[src/rtl/uart_pkg.sv]
// Shared UART definitions: frame FSM states, frame geometry and a width helper.
// Used by both the receive deserializer and the transmitter.
package uart_pkg;

    // Frame FSM states, 2-bit encoding shared by RX and TX.
    typedef enum logic [1:0] {
        IDLE  = 2'd0,
        START = 2'd1,
        DATA  = 2'd2,
        STOP  = 2'd3
    } uart_state_e;

    // Data bits per frame. The datapath is built for exactly 8.
    localparam int DATA_BITS        = 8;

    // 50 MHz system clock divided down to 9600 baud.
    localparam int CLKS_PER_BIT_DEF = 5208;

    // Ceiling log2, minimum 1, for sizing counters that hold 0 .. v-1.
    function automatic int clog2(input int v);
        int r;
        int x;
        r = 0;
        x = v - 1;
        while (x > 0) begin
            r = r + 1;
            x = x >> 1;
        end
        if (r == 0) begin
            r = 1;
        end
        return r;
    endfunction

endpackage

[src/rtl/sync_2ff.sv]
// Two-flop synchroniser for a single asynchronous input.
// Reset value is a parameter so an idle-high line comes out of reset idle.
module sync_2ff #(
    parameter logic RST_VAL = 1'b1
) (
    input  logic iClk,
    input  logic iRst_n,
    input  logic iD,
    output logic oQ
);

    logic meta_q;
    logic sync_q;

    // Two back-to-back flops give the first stage a full cycle to settle.
    always_ff @(posedge iClk or negedge iRst_n) begin
        if (!iRst_n) begin
            meta_q <= RST_VAL;
            sync_q <= RST_VAL;
        end else begin
            meta_q <= iD;
            sync_q <= meta_q;
        end
    end

    assign oQ = sync_q;

endmodule

[src/rtl/uart_rx_deserializer.sv]
// UART receive stage: synchronises the serial line, validates the start bit,
// samples 8 data bits LSB-first at mid-bit and checks the stop bit.
//
// Output strobes: oValid is a single-cycle pulse and oData carries the new
// byte in that same cycle; oData then holds until the next good frame. There
// is no ready/back-pressure: the consumer must take the byte on the pulse.
// oFrameErr is a single-cycle pulse for a low stop bit and never coincides
// with oValid; a bad frame leaves oData untouched.
module uart_rx_deserializer
    import uart_pkg::*;
#(
    parameter int CLKS_PER_BIT = CLKS_PER_BIT_DEF
) (
    input  logic       iClk,
    input  logic       iRst_n,
    input  logic       iRx,
    output logic [7:0] oData,
    output logic       oValid,
    output logic       oFrameErr,
    output logic       oBusy
);

    localparam int CNT_W = clog2(CLKS_PER_BIT);
    localparam int IDX_W = clog2(DATA_BITS);
    localparam int HALF  = CLKS_PER_BIT / 2;

    localparam logic [CNT_W-1:0] CNT_LAST = CNT_W'(CLKS_PER_BIT - 1);
    localparam logic [CNT_W-1:0] CNT_MID  = CNT_W'(HALF - 1);
    localparam logic [IDX_W-1:0] IDX_LAST = IDX_W'(DATA_BITS - 1);

    // Below 4 clocks per bit the mid-bit sample point collapses onto the edge.
    if (CLKS_PER_BIT < 4) begin : g_bad_cpb
        $error("uart_rx_deserializer: CLKS_PER_BIT must be >= 4");
    end

    uart_state_e      state_q, state_d;
    logic [CNT_W-1:0] cnt_q,   cnt_d;
    logic [IDX_W-1:0] idx_q,   idx_d;
    logic [7:0]       shift_q, shift_d;
    logic [7:0]       data_q,  data_d;
    logic             valid_q, valid_d;
    logic             ferr_q,  ferr_d;
    logic             hist_q;
    logic             rx_s;
    logic             fall;

    sync_2ff #(
        .RST_VAL (1'b1)
    ) u_sync (
        .iClk   (iClk),
        .iRst_n (iRst_n),
        .iD     (iRx),
        .oQ     (rx_s)
    );

    // History flop runs in every state so a start edge landing right as
    // STOP hands back to IDLE is still seen.
    always_ff @(posedge iClk or negedge iRst_n) begin
        if (!iRst_n) begin
            hist_q <= 1'b1;
        end else begin
            hist_q <= rx_s;
        end
    end

    assign fall = hist_q & ~rx_s;

    // State, counters, shift register and registered output strobes.
    always_ff @(posedge iClk or negedge iRst_n) begin
        if (!iRst_n) begin
            state_q <= IDLE;
            cnt_q   <= '0;
            idx_q   <= '0;
            shift_q <= '0;
            data_q  <= '0;
            valid_q <= 1'b0;
            ferr_q  <= 1'b0;
        end else begin
            state_q <= state_d;
            cnt_q   <= cnt_d;
            idx_q   <= idx_d;
            shift_q <= shift_d;
            data_q  <= data_d;
            valid_q <= valid_d;
            ferr_q  <= ferr_d;
        end
    end

    // Frame sequencing; the baud counter restarts on every state change.
    always_comb begin
        state_d = state_q;
        cnt_d   = cnt_q;
        idx_d   = idx_q;
        shift_d = shift_q;
        data_d  = data_q;
        valid_d = 1'b0;
        ferr_d  = 1'b0;

        case (state_q)
            IDLE: begin
                if (fall) begin
                    state_d = START;
                end
            end
            START: begin
                // Re-check the line half a bit in; a high level was a glitch.
                if (cnt_q == CNT_MID) begin
                    if (rx_s) begin
                        state_d = IDLE;
                    end else begin
                        state_d = DATA;
                        idx_d   = '0;
                    end
                end
            end
            DATA: begin
                // Right shift: the first (LSB) bit ends up in shift[0].
                if (cnt_q == CNT_LAST) begin
                    shift_d = {rx_s, shift_q[7:1]};
                    if (idx_q == IDX_LAST) begin
                        state_d = STOP;
                    end else begin
                        idx_d = idx_q + IDX_W'(1);
                    end
                end
            end
            STOP: begin
                if (cnt_q == CNT_LAST) begin
                    if (rx_s) begin
                        data_d  = shift_q;
                        valid_d = 1'b1;
                    end else begin
                        ferr_d  = 1'b1;
                    end
                    state_d = IDLE;
                end
            end
            default: begin
                state_d = IDLE;
            end
        endcase

        if ((state_d != state_q) || (state_q == IDLE) || (cnt_q == CNT_LAST)) begin
            cnt_d = '0;
        end else begin
            cnt_d = cnt_q + CNT_W'(1);
        end
    end

    assign oData     = data_q;
    assign oValid    = valid_q;
    assign oFrameErr = ferr_q;
    assign oBusy     = (state_q != IDLE);

endmodule

[config.mk]
export PLATFORM = sky130hd
export DESIGN_NAME = uart_rx_deserializer
export DESIGN_NICKNAME = d
export VERILOG_FILES = /design/src/rtl/uart_pkg.sv /design/src/rtl/sync_2ff.sv /design/src/rtl/uart_rx_deserializer.sv
export SDC_FILE = /design/constraint.sdc
export NUM_CORES = 1
export LEC_CHECK = 0
export ABC_AREA = 1
export BUFFER_PORTS_ARGS = -buffer_cell sky130_fd_sc_hd__buf_2
export CAP_MARGIN = 25
export CORE_ASPECT_RATIO = 1.2
export CORE_MARGIN = 2
export CORE_UTILIZATION = 53
export DETAILED_ROUTE_END_ITERATION = 10
export GPL_TIMING_DRIVEN = 0
export PLACE_DENSITY = 0.84
export SETUP_SLACK_MARGIN = 0.2
export SYNTH_ARGS = -nofsm -noshare
export SYNTH_HDL_FRONTEND = slang
export SYNTH_SLANG_ARGS = --single-unit
[constraint.sdc]
create_clock -name iClk -period 3.2 [get_ports iClk]
set_input_delay 0.16 -clock iClk [delete_from_list [all_inputs] [get_ports iClk]]
set_output_delay 0.16 -clock iClk [all_outputs]
set_load 0.1 [all_outputs]
==> Flow_metrics.wiki <==
{| class="wikitable"
! Metric !! Value
|-
| Top Metal Used || met4
|-
| Max-capacitance violation count || 0
|-
| Post-detailed-route via-to-cell ratio || 5.01
|-
| Global-route wire length before repair || 5780 µm
|-
| Maximum achievable frequency || 565 MHz
|-
| Worst Tran Pin Value || 0.853 ns
|-
| Syn Std Cell Area || 1850 µm²
|-
| Final estimated routing congestion in global placement || 0.828
|-
| Iteration-0 DRC Markers || 51
|-
| Syn. warnings || 0
|-
| Final standard cell count with taps included and fillers excluded || 278
|-
| WL met2 || 1720 µm
|-
| Cell Rows || 23
|-
| Worst-skew pair later-pin latency || 0.30 ns
|-
| Floorplan die width || 58.0 µm
|-
| Worst-path maximum fanout || 9
|-
| Buffers from clock root to sink, at most || 2
|-
| # placed instances || 268
|-
| Leakage power total || 1.05 nW
|-
| Fin nets || 246
|-
| Number of failing hold endpoints at the final stage || 0
|-
| Peak supply drop || 519 µV
|-
| Max_slew headroom || 0.431
|-
| Sequential cell area fraction in the yosys report || 0.529
|-
| Clock sink count || 39
|-
| Gr usage total || 0.195
|-
| Final setup fails || 0
|-
| IO Port Bufs || 13
|-
| Final hold slack || 0.354 ns
|-
| Period utilization || 0.553
|-
| Final design area excluding fillers || 2070 µm²
|-
| Max Transition Viols Final || 0
|-
| Clock-pin slew on the worst setup and hold paths || 0.08 ns
|-
| WL/cell || 12.1 µm
|-
| Source of the critical timing path || cnt_q[0]$_DFF_PN0_
|-
| Yosys reg bits || 39
|-
| Number of global-route vias before repair || 1317
|-
| RSZ-0062 raised after global routing || no
|-
| Die Y || 68.8 µm
|-
| Critical Path Slowest Stage Cell || dfrtp_1
|-
| # IOs || 14
|-
| Max incr delay on CP || 0.39 ns
|-
| Routed vias || 1392
|-
| Synthesized area per cell || 8.49 µm²
|-
| Unique cell type count in the Yosys netlist || 26
|-
| Antenna violations before repair || 0
|-
| Placeable core region || 3340 µm²
|-
| Antenna diode count || 0
|-
| Final min period || 1.77 ns
|-
| Required time of the critical path || 3.36 ns
|-
| Setup tns final || 0 ns
|-
| Drc violations || 0
|-
| Syn_nets || 224
|-
| Ordered cell list for the critical path || ha_1, nand2_1, nor2_1, nand3_2, inv_2, nand2_4, o21ai_1, nand2_1, nand2_1, o21ai_0
|-
| Total placed instance area || 1960 µm²
|-
| Length of routed wiring on met1 || 1500 µm
|-
| Final Routed Wirelength || 3380 µm
|-
| Total power per unit cell area || 547 nW/µm²
|-
| Total number of H-tree levels || 2
|-
| Half-perimeter wire length after detailed placement || 2390 µm
|-
| Hold-fix buffers, CTS || 2
|-
| Tightest Hold Check Type || flip-flop to flip-flop
|-
| Starting utilization of the core area || 0.555
|-
| Total congestion overflow || 0
|-
| TritonCTS clock tree || done
|-
| CTS Root Cell || clkbuf_8
|-
| Total clock buffers created by CTS || 5
|-
| Origin of the worst min-delay path || u_sync.meta_q$_DFF_PN1_
|-
| Number of nets with antenna violations after detailed routing || 0
|-
| Endpoint class of the critical path || flip-flop
|-
| Fraction of layout cells with a size suffix above 1 || 0.195
|-
| Area enclosed by the die boundary || 3980 µm²
|-
| Startpoint of the lowest-slack register-to-register path || cnt_q[0]$_DFF_PN0_
|-
| Number of iterations in the first detailed-routing pass || 4
|-
| Register-to-register path setup slack || 1.43 ns
|-
| Setup skew after layout || 0.00900 ns
|-
| Startpoint types || flip-flop
|-
| Area growth from synthesis to layout || 11.9%
|-
| Result of the run || finished, final reports clean
|-
| Category of the critical setup timing path || flip-flop to flip-flop
|-
| Crit path arrival time || 1.93 ns
|-
| Number of gates resized after cts || 0
|-
| Sum of met3 wire segment lengths after detailed routing || 90 µm
|-
| Largest net degree at the start of global routing || 40
|-
| Most frequent CP cell || nand2_1
|-
| Mapped Cells || 218
|-
| Setup repair bufs after CTS || 0
|}
[Yosys cell counts]
| cell type | n | share of area |
|---|---|---|
| o21ai_2 | 1 | 0.0047 |
| nor4_1 | 1 | 0.0034 |
| dfstp_2 | 3 | 0.043 |
| nand2_2 | 2 | 0.0068 |
| ha_1 | 3 | 0.020 |
| nand3_2 | 1 | 0.0054 |
| nor3_1 | 2 | 0.0054 |
| nand3_1 | 7 | 0.019 |
| nand2_4 | 1 | 0.0061 |
| nand4_1 | 2 | 0.0068 |
| inv_2 | 2 | 0.0041 |
| nor2_2 | 10 | 0.034 |
| a21oi_1 | 3 | 0.0081 |
| xor2_1 | 6 | 0.028 |
| o21ai_1 | 2 | 0.0054 |
| o221ai_1 | 1 | 0.0047 |
| dfrtp_1 | 36 | 0.49 |
| o21ai_0 | 19 | 0.051 |
| buf_2 | 2 | 0.0054 |
| nand2_1 | 58 | 0.12 |
| nor2_1 | 19 | 0.039 |
| buf_6 | 1 | 0.0061 |
| inv_1 | 32 | 0.065 |
| nor2b_1 | 1 | 0.0034 |
| nand3_4 | 1 | 0.0095 |
| nor2_4 | 2 | 0.012 |
[registers in the layout (all words and copies together) (netlist names)]
register	cells
shift_q	8
idx_q	3
hist_q	1
oValid	1
u_sync.oQ	1
state_q	2
oFrameErr	1
u_sync.meta_q	1
oData	8
cnt_q	13
[report_power, final]
part	switching (W)	internal, W	total (W)
Clock	0.000181	0.000152	0.000332
Combinational	0.000126	0.0000849	0.000211
Sequential	0.0000490	0.000542	0.000591
[final cells by class]
| type | count | area [µm²] |
|---|---|---|
| fillers | 297 | 1270 |
| flip-flops and latches | 39 | 980 |
| multi-input cells | 142 | 723 |
| inverters | 34 | 128 |
| repair buffers | 15 | 85.1 |
| clock buffers | 5 | 68.8 |
| well taps | 37 | 46.3 |
| plain buffers | 3 | 21.3 |
| clock inverters | 3 | 20.0 |
[per-stage QoR]
stage	setup slack, ns	power, W	utilization
final	1.43	0.00113	0.621
after global routing	1.23	0.00121	0.621
after CTS	1.40	0.00115	0.621
after detailed placement	1.42	0.000812	0.588
after global placement	1.47	0.000802	0.588
after floorplan	1.61	0.000761	-
[metal layers]
metal / global-route usage / vias to the layer above
li1: - / 716
met5: 0 / -
met4: 0.0872 / 0
met3: 0.0504 / 6
met2: 0.332 / 17
met1: 0.232 / 653
[final timing paths]
kind,to,cells past startpoint
worst min-delay path,u_sync.oQ$_DFF_PN1_,0
max in group asynchronous,shift_q[6]$_DFFE_PN0P_,2
worst min register to register,u_sync.oQ$_DFF_PN1_,0
worst max-delay path,idx_q[0]$_DFFE_PN0P_,10
worst max register to register,idx_q[0]$_DFFE_PN0P_,10
min in group asynchronous,idx_q[1]$_DFFE_PN0P_,2
[placed cells by master (no fill, tap or decap)]
master,count
nand2_1,58
dfrtp_1,36
inv_1,32
nor2_1,19
o21ai_0,19
buf_2,15
nor2_2,10
nand3_1,7
xor2_1,6
clkbuf_8,5
a21oi_1,3
ha_1,3
dfstp_2,3
inv_2,2
nand2_2,2
nor2_4,2
nand4_1,2
nor3_1,2
o21ai_1,2
clkinvlp_4,2
dlygate4sd3_1,2
nand3_2,1
o221ai_1,1
nor2b_1,1
o21ai_2,1
nor4_1,1
buf_6,1
nand3_4,1
nand2_4,1
clkinv_2,1
[kinds of logic after synthesis]
family,count (synthesis),synth area share
and+or+nand+nor,107,0.268
DFF,39,0.529
buffers and inverters,37,0.0804
AOI/OAI and AO/OA,26,0.0743
xor gates and xnor gates,6,0.0284
adders and majority gates,3,0.0203
[critical path: cells and delay by family, from the launching register on]
family,cells,cell delay [ns]
compound gates,2,0.24
flops,1,0.39
buf+inv,1,0.14
simple gates,6,0.66
fa+ha+maj,1,0.21
Note: power is estimated with default switching activity, not from simulation.
